### config.mk
export PLATFORM = sky130hd
export DESIGN_NAME = spi_master_flat
export DESIGN_NICKNAME = d
export VERILOG_FILES = /design/src/rtl/spi_master_pkg.sv /design/src/rtl/spi_master_if.sv /design/src/rtl/spi_master.sv /design/src/flat_wrapper.sv
export SDC_FILE = /design/constraint.sdc
export NUM_CORES = 1
export LEC_CHECK = 0
export ABC_CLOCK_PERIOD_IN_PS = 5970
export BUFFER_PORTS_ARGS = -buffer_cell sky130_fd_sc_hd__buf_4
export CAP_MARGIN = 15
export CORE_MARGIN = 5
export CORE_UTILIZATION = 58
export DETAILED_ROUTE_END_ITERATION = 16
export PLACE_DENSITY = 0.87
export SLEW_MARGIN = 20
export SYNTH_ARGS = -nofsm -noshare
export SYNTH_HDL_FRONTEND = slang
export SYNTH_SLANG_ARGS = --single-unit
export TNS_END_PERCENT = 20
### constraint.sdc
create_clock -name clk -period 5.97 [get_ports clk]
set_clock_uncertainty 0.2 [all_clocks]
set_input_delay 0.8955 -clock clk [delete_from_list [all_inputs] [get_ports clk]]
set_output_delay 0.8955 -clock clk [all_outputs]
set_load 0.01 [all_outputs]
### src/rtl/spi_master_pkg.sv
`default_nettype none
// ============================================================================
//  Module      : spi_master_pkg
//  Description : Shared command encodings, frame sizes and FSM states for
//                the SPI master.
//  Revision    : 1.0 - initial release
// ============================================================================
package spi_master_pkg;

    localparam logic [1:0] CMD_WR_ADDR = 2'b00;
    localparam logic [1:0] CMD_WR_DATA = 2'b01;
    localparam logic [1:0] CMD_RD_ADDR = 2'b10;
    localparam logic [1:0] CMD_RD_DATA = 2'b11;

    localparam int FRAME_BITS = 10;
    localparam int RX_BITS    = 8;

    typedef enum logic [2:0] {
        ST_IDLE  = 3'd0,
        ST_SEL   = 3'd1,
        ST_SHIFT = 3'd2,
        ST_WAIT  = 3'd3,
        ST_RECV  = 3'd4,
        ST_FIN   = 3'd5
    } state_t;

endpackage
`default_nettype wire

### src/rtl/spi_master_if.sv
`default_nettype none
// ============================================================================
//  Module      : spi_master_if
//  Description : Host handshake plus SPI pins of the SPI master.
//  Revision    : 1.0 - initial release
// ============================================================================
interface spi_master_if;

    logic       start;
    logic [9:0] tx_word;
    logic       busy;
    logic       done;
    logic [7:0] rd_data;
    logic       rd_valid;
    logic       SS_n;
    logic       MOSI;
    logic       MISO;

    modport master (
        input  start, tx_word, MISO,
        output busy, done, rd_data, rd_valid, SS_n, MOSI
    );

    modport slave (
        output start, tx_word, MISO,
        input  busy, done, rd_data, rd_valid, SS_n, MOSI
    );

endinterface
`default_nettype wire

### src/rtl/spi_master.sv
`default_nettype none
// ============================================================================
//  Module      : spi_master
//  Description : Single-clock SPI master sending 10-bit command frames and
//                capturing one byte from MISO on rd-data frames.
//  Revision    : 1.0 - initial release
// ============================================================================
module spi_master
    import spi_master_pkg::*;
#(
    parameter int READ_WAIT = 2
) (
    input  wire logic    clk,
    input  wire logic    rst,
    spi_master_if.master bus
);

    localparam int c_cnt_max = (READ_WAIT > FRAME_BITS) ? READ_WAIT : FRAME_BITS;
    localparam int c_cnt_w   = $clog2(c_cnt_max + 1);

    localparam logic [c_cnt_w-1:0] c_last_bit  = c_cnt_w'(FRAME_BITS - 1);
    localparam logic [c_cnt_w-1:0] c_last_wait = c_cnt_w'(READ_WAIT - 1);
    localparam logic [c_cnt_w-1:0] c_last_recv = c_cnt_w'(RX_BITS - 1);
    localparam logic [c_cnt_w-1:0] c_cnt_one   = c_cnt_w'(1);

    state_t                r_state;
    state_t                w_state_next;
    logic [c_cnt_w-1:0]    r_cnt;
    logic [c_cnt_w-1:0]    w_cnt_next;
    logic [FRAME_BITS-1:0] r_word;
    logic [FRAME_BITS-1:0] w_word_next;
    logic [FRAME_BITS-1:0] w_word_shifted;
    logic [RX_BITS-1:0]    r_rx;
    logic [RX_BITS-1:0]    r_rd_data;
    logic                  r_ss_n;
    logic                  r_mosi;
    logic                  r_busy;
    logic                  r_done;
    logic                  r_rd_valid;
    logic                  w_is_rd;
    logic                  w_active;
    logic                  w_mosi_next;

    always_comb begin
        w_state_next = r_state;
        w_cnt_next   = r_cnt;
        w_word_next  = r_word;
        w_is_rd      = (r_word[FRAME_BITS-1 -: 2] == CMD_RD_DATA);

        case (r_state)
            ST_IDLE: begin
                if (bus.start) begin
                    w_state_next = ST_SEL;
                    w_cnt_next   = '0;
                    w_word_next  = bus.tx_word;
                end
            end
            ST_SEL: begin
                w_state_next = ST_SHIFT;
                w_cnt_next   = '0;
            end
            ST_SHIFT: begin
                if (r_cnt == c_last_bit) begin
                    w_cnt_next = '0;
                    if (!w_is_rd)
                        w_state_next = ST_FIN;
                    else if (READ_WAIT == 0)
                        w_state_next = ST_RECV;
                    else
                        w_state_next = ST_WAIT;
                end else begin
                    w_cnt_next = r_cnt + c_cnt_one;
                end
            end
            ST_WAIT: begin
                if (r_cnt == c_last_wait) begin
                    w_state_next = ST_RECV;
                    w_cnt_next   = '0;
                end else begin
                    w_cnt_next = r_cnt + c_cnt_one;
                end
            end
            ST_RECV: begin
                if (r_cnt == c_last_recv) begin
                    w_state_next = ST_FIN;
                    w_cnt_next   = '0;
                end else begin
                    w_cnt_next = r_cnt + c_cnt_one;
                end
            end
            ST_FIN:  w_state_next = ST_IDLE;
            default: w_state_next = ST_IDLE;
        endcase

        w_active = (w_state_next == ST_SEL)  || (w_state_next == ST_SHIFT) ||
                   (w_state_next == ST_WAIT) || (w_state_next == ST_RECV);

        // SEL enters with count 0, so it presents word[9] just like the first SHIFT cycle
        w_word_shifted = w_word_next << w_cnt_next;
        w_mosi_next    = ((w_state_next == ST_SEL) || (w_state_next == ST_SHIFT)) ?
                         w_word_shifted[FRAME_BITS-1] : 1'b0;
    end

    always_ff @(posedge clk) begin
        if (rst) begin
            r_state    <= ST_IDLE;
            r_cnt      <= '0;
            r_word     <= '0;
            r_rx       <= '0;
            r_rd_data  <= '0;
            r_ss_n     <= 1'b1;
            r_mosi     <= 1'b0;
            r_busy     <= 1'b0;
            r_done     <= 1'b0;
            r_rd_valid <= 1'b0;
        end else begin
            r_state    <= w_state_next;
            r_cnt      <= w_cnt_next;
            r_word     <= w_word_next;
            r_ss_n     <= !w_active;
            r_busy     <= w_active;
            r_mosi     <= w_mosi_next;
            r_done     <= (w_state_next == ST_FIN);
            r_rd_valid <= (w_state_next == ST_FIN) && w_is_rd;
            if (r_state == ST_RECV)
                r_rx <= {r_rx[RX_BITS-2:0], bus.MISO};
            // the eighth bit lands straight in rd_data so it is visible during FIN
            if ((r_state == ST_RECV) && (w_state_next == ST_FIN))
                r_rd_data <= {r_rx[RX_BITS-2:0], bus.MISO};
        end
    end

    assign bus.SS_n     = r_ss_n;
    assign bus.MOSI     = r_mosi;
    assign bus.busy     = r_busy;
    assign bus.done     = r_done;
    assign bus.rd_valid = r_rd_valid;
    assign bus.rd_data  = r_rd_data;

endmodule
`default_nettype wire
### src/flat_wrapper.sv
// flat-port wrapper written by rule: the top's interface ports become plain ports
module spi_master_flat import spi_master_pkg::*;
#(
    parameter int READ_WAIT = 2
)
  (clk, rst, bus_start, bus_tx_word, bus_MISO, bus_busy, bus_done, bus_rd_data, bus_rd_valid, bus_SS_n, bus_MOSI);
  spi_master_if bus_i ();
  input  wire logic clk;
  input  wire logic rst;
  input wire logic [$bits(bus_i.start)-1:0] bus_start;
  input wire logic [$bits(bus_i.tx_word)-1:0] bus_tx_word;
  input wire logic [$bits(bus_i.MISO)-1:0] bus_MISO;
  output wire logic [$bits(bus_i.busy)-1:0] bus_busy;
  output wire logic [$bits(bus_i.done)-1:0] bus_done;
  output wire logic [$bits(bus_i.rd_data)-1:0] bus_rd_data;
  output wire logic [$bits(bus_i.rd_valid)-1:0] bus_rd_valid;
  output wire logic [$bits(bus_i.SS_n)-1:0] bus_SS_n;
  output wire logic [$bits(bus_i.MOSI)-1:0] bus_MOSI;
  assign bus_i.start = bus_start;
  assign bus_i.tx_word = bus_tx_word;
  assign bus_i.MISO = bus_MISO;
  assign bus_busy = bus_i.busy;
  assign bus_done = bus_i.done;
  assign bus_rd_data = bus_i.rd_data;
  assign bus_rd_valid = bus_i.rd_valid;
  assign bus_SS_n = bus_i.SS_n;
  assign bus_MOSI = bus_i.MOSI;
  spi_master #(.READ_WAIT(READ_WAIT)) u_core (.clk(clk), .rst(rst), .bus(bus_i));
endmodule
==> flow_metrics.py <==
metrics = {
    "outcome": {
        "outcome": "finished, final reports clean",
    },
    "synth": {
        "synth_top_area_cell": "dfxtp_1",
        "synth_area_um2": 1670,
        "syn_area_per_cell_um2": 8.87,
        "netlist_instances": 188,
        "ys_types": 39,
        "synth_edf_count": 0,
        "ys.flop_type": "dfxtp_1",
        "async_reset_ff_share_pct": 0,
        "synthTopCellsByArea": "dfxtp_1, mux2i_1, nand2_1",
        "ys.warnings.count": 0,
        "synth_nets": 204,
        "ys_seq_area_share_pct": 44.4,
        "synth_top_area_share_pct": 44.4,
        "ys_ff_latch": 37,
    },
    "power": {
        "ir_drop_mv": 0.200,
        "p_leak_nw": 0.763,
        "cellPowerDensity_nw_per_um2": 255,
        "fin_total_pwr_mw": 0.492,
    },
    "detailed_routing": {
        "wire_per_inst_um": 14.0,
        "drc": 0,
        "initialDrtViolationCount": 108,
        "ant_nets": 0,
        "vias": 1348,
        "wirelength_um": 3400,
        "vias_per_cell": 5.57,
        "dr.pass1.iters": 4,
    },
    "placement": {
        "detailed_place_hpwl_um": 2500,
        "gp_congestion": 0.838,
        "port_buffers": 26,
    },
    "cells_and_area": {
        "layout.nets": 227,
        "diodes": 0,
        "layout-drive-gt1-share_pct": 19.0,
        "nFillCells": 211,
        "syn2layout_area_growth_pct": 15.5,
    },
    "flow_run": {
        "cap_viol_max_count": 0,
    },
    "global_route": {
        "grt_overflow": 0,
        "grt_antenna_before_repair": 0,
        "grt_usage_pct": 17.2,
        "grt_pass1_wl_um": 5530,
        "grt_max_degree": 35,
        "grt_pass1_vias": 1268,
    },
    "worst_setup_path": {
        "cp_max_fo": 12,
        "crit_buf_inv": 0,
        "startpoint_type": "register",
        "cpPeakStageDelay_ns": 0.63,
        "cp.required_ns": 6.04,
        "critPathCaptureType": "register",
        "arrival_ns": 3.27,
        "slowest_stage": "nor3b_2",
        "crit_chain": "nor3b_2 -> o21ai_1 -> a31oi_2 -> mux2i_1 -> nor3_1 -> or4_1 -> nor3_2",
        "path_delay_family": "simple AND/OR/NAND/NOR gates",
        "path_class": "reg2reg",
    },
    "cts": {
        "tritoncts": "done",
        "cts_buffer_depth": 2,
        "ctsHoldBuffers": 0,
        "cts-root-buf": "clkbuf_4",
        "post_cts.repair.setup_buffers": 0,
        "htree_levels": 2,
        "cts-buffers-inserted": 5,
        "clkTransAtPathRegs_ns": 0.10,
        "clock_latency_ns": 0.33,
        "cts_resized": 0,
        "clock-sinks": 37,
    },
    "sta": {
        "period_needed_ns": 3.20,
        "hold_viol": 0,
        "clock.fmax_mhz": 312,
        "fin_setup_tns_ns": 0,
        "worstMarginPinSlew_ns": 0.840,
        "period_share_pct": 53.6,
        "setup_viol": 0,
        "slew_headroom_pct": 43.8,
        "rsz0062_at_grt": "no",
        "maxSlewViolCount": 0,
    },
    "floorplan": {
        "die_height_um": 63.6,
        "dieWidth_um": 63.6,
        "die_area_um2": 4050,
        "start_util_pct": 60.5,
        "io_pins": 27,
        "rows": 19,
        "coreArea_um2": 2760,
    },
    "worst_hold_path": {
        "hold_path.class": "reg2reg",
    },
}
-- layout by cell type, fill, tap and decap left out, types with 2 or more instances in the layout --
cell      count
dfxtp_1      37
nand2_1      30
buf_4        27
nor2_1       23
mux2i_1      19
a21oi_1      13
nor2b_1       6
inv_1         5
clkbuf_4      5
o21ai_0       4
a31oi_1       3
nor3b_1       3
nand3b_1      2
a211o_1       2
mux2_1        2
o31a_1        2
or3_1         2
nand3_1       2
ha_1          2
-- flip-flops by register name, summed over array words and instances, names as in the netlist --
name                 flops
u_core.r_word           10
u_core.bus.rd_data       8
u_core.r_rx              7
u_core.r_cnt             4
u_core.r_state           3
u_core.bus.MOSI          1
u_core.bus.SS_n          1
u_core.bus.busy          1
u_core.bus.done          1
u_core.bus.rd_valid      1
-- worst paths after layout --
path                          start               to  slack, ns  depth (start not counted)
setup / recovery  u_core.r_state[2]  u_core.bus.MOSI       2.77                          7
hold / removal       u_core.r_rx[6]   u_core.r_rx[6]       0.26                          2
setup reg to reg  u_core.r_state[2]  u_core.bus.MOSI       2.77                          7
hold reg to reg      u_core.r_rx[6]   u_core.r_rx[6]       0.26                          2
-- worst min-delay path, delay by kind of cell, from the launching register on --
family	cells	cell delay, ns
compound gates	1	0.05
simple gates	1	0.05
flops	1	0.32
-- per-stage QoR --
stage | std cells | area (um2) | utilization, % | worst slack, ns | hold slack [ns]
2_1_floorplan | 188 | 1670 | - | 3.08 | 0.232
3_3_place_gp | 235 | 1850 | 67.1 | 2.62 | 0.243
3_5_place_dp | 235 | 1850 | 67.1 | 2.35 | 0.250
4_1_cts | 242 | 1920 | 69.7 | 2.35 | 0.263
5_1_grt | 242 | 1930 | 69.9 | 2.57 | 0.295
6_report | 242 | 1930 | 69.9 | 2.77 | 0.262
-- power breakdown --
| group | leakage (nW) | switching (mW) | internal, mW |
|---|---|---|---|
| Sequential | 0.301 | 0.00746 | 0.256 |
| Clock | 0.0410 | 0.0790 | 0.0853 |
| Combinational | 0.421 | 0.0342 | 0.0308 |
| Total | 0.763 | 0.121 | 0.372 |
-- layout make-up --
cell class              instances  area, um2  area share, %
flip-flops and latches         37        741           38.4
multi-input cells             135        853           44.3
repair buffers                 27        203           10.5
clock inverters                 2       35.0           1.82
clock buffers                   5       37.5           1.95
well taps                      31       38.8           2.01
inverters                       5       18.8          0.974
-- Yosys cell counts (2+ instances only) --
cell type,number
o31a_1,2
a211o_1,2
mux2i_1,19
o21ai_0,4
a31oi_1,3
inv_1,5
buf_4,4
buf_2,3
nand3_1,2
nand3b_1,2
clkbuf_1,4
a21oi_1,13
ha_1,2
or3_1,2
nor2b_1,6
nor2_1,23
dfxtp_1,37
nand2_1,30
nor3b_1,4
mux2_1,2
-- metal layers --
layer | up-vias | share of wire (%) | track usage [%] | wire length, um
li1 | 686 | - | - | -
met3 | 7 | 4.6 | 4.44 | 155
met1 | 623 | 43 | 18.4 | 1470
met2 | 32 | 50 | 31.0 | 1720
met5 | - | 0 | 0 | 0
met4 | 0 | 1.8 | 8.05 | 60
-- logic make-up after synthesis --
family                     share of synthesized area, %
adders and majority gates                          1.50
muxes                                              12.8
buffers and inverters                              4.73
xor gates and xnor gates                           1.05
DFF                                                44.4
and+or+nand+nor                                    23.6
AOI/OAI and AO/OA                                  12.0
Power figures use the tool's default switching activity.
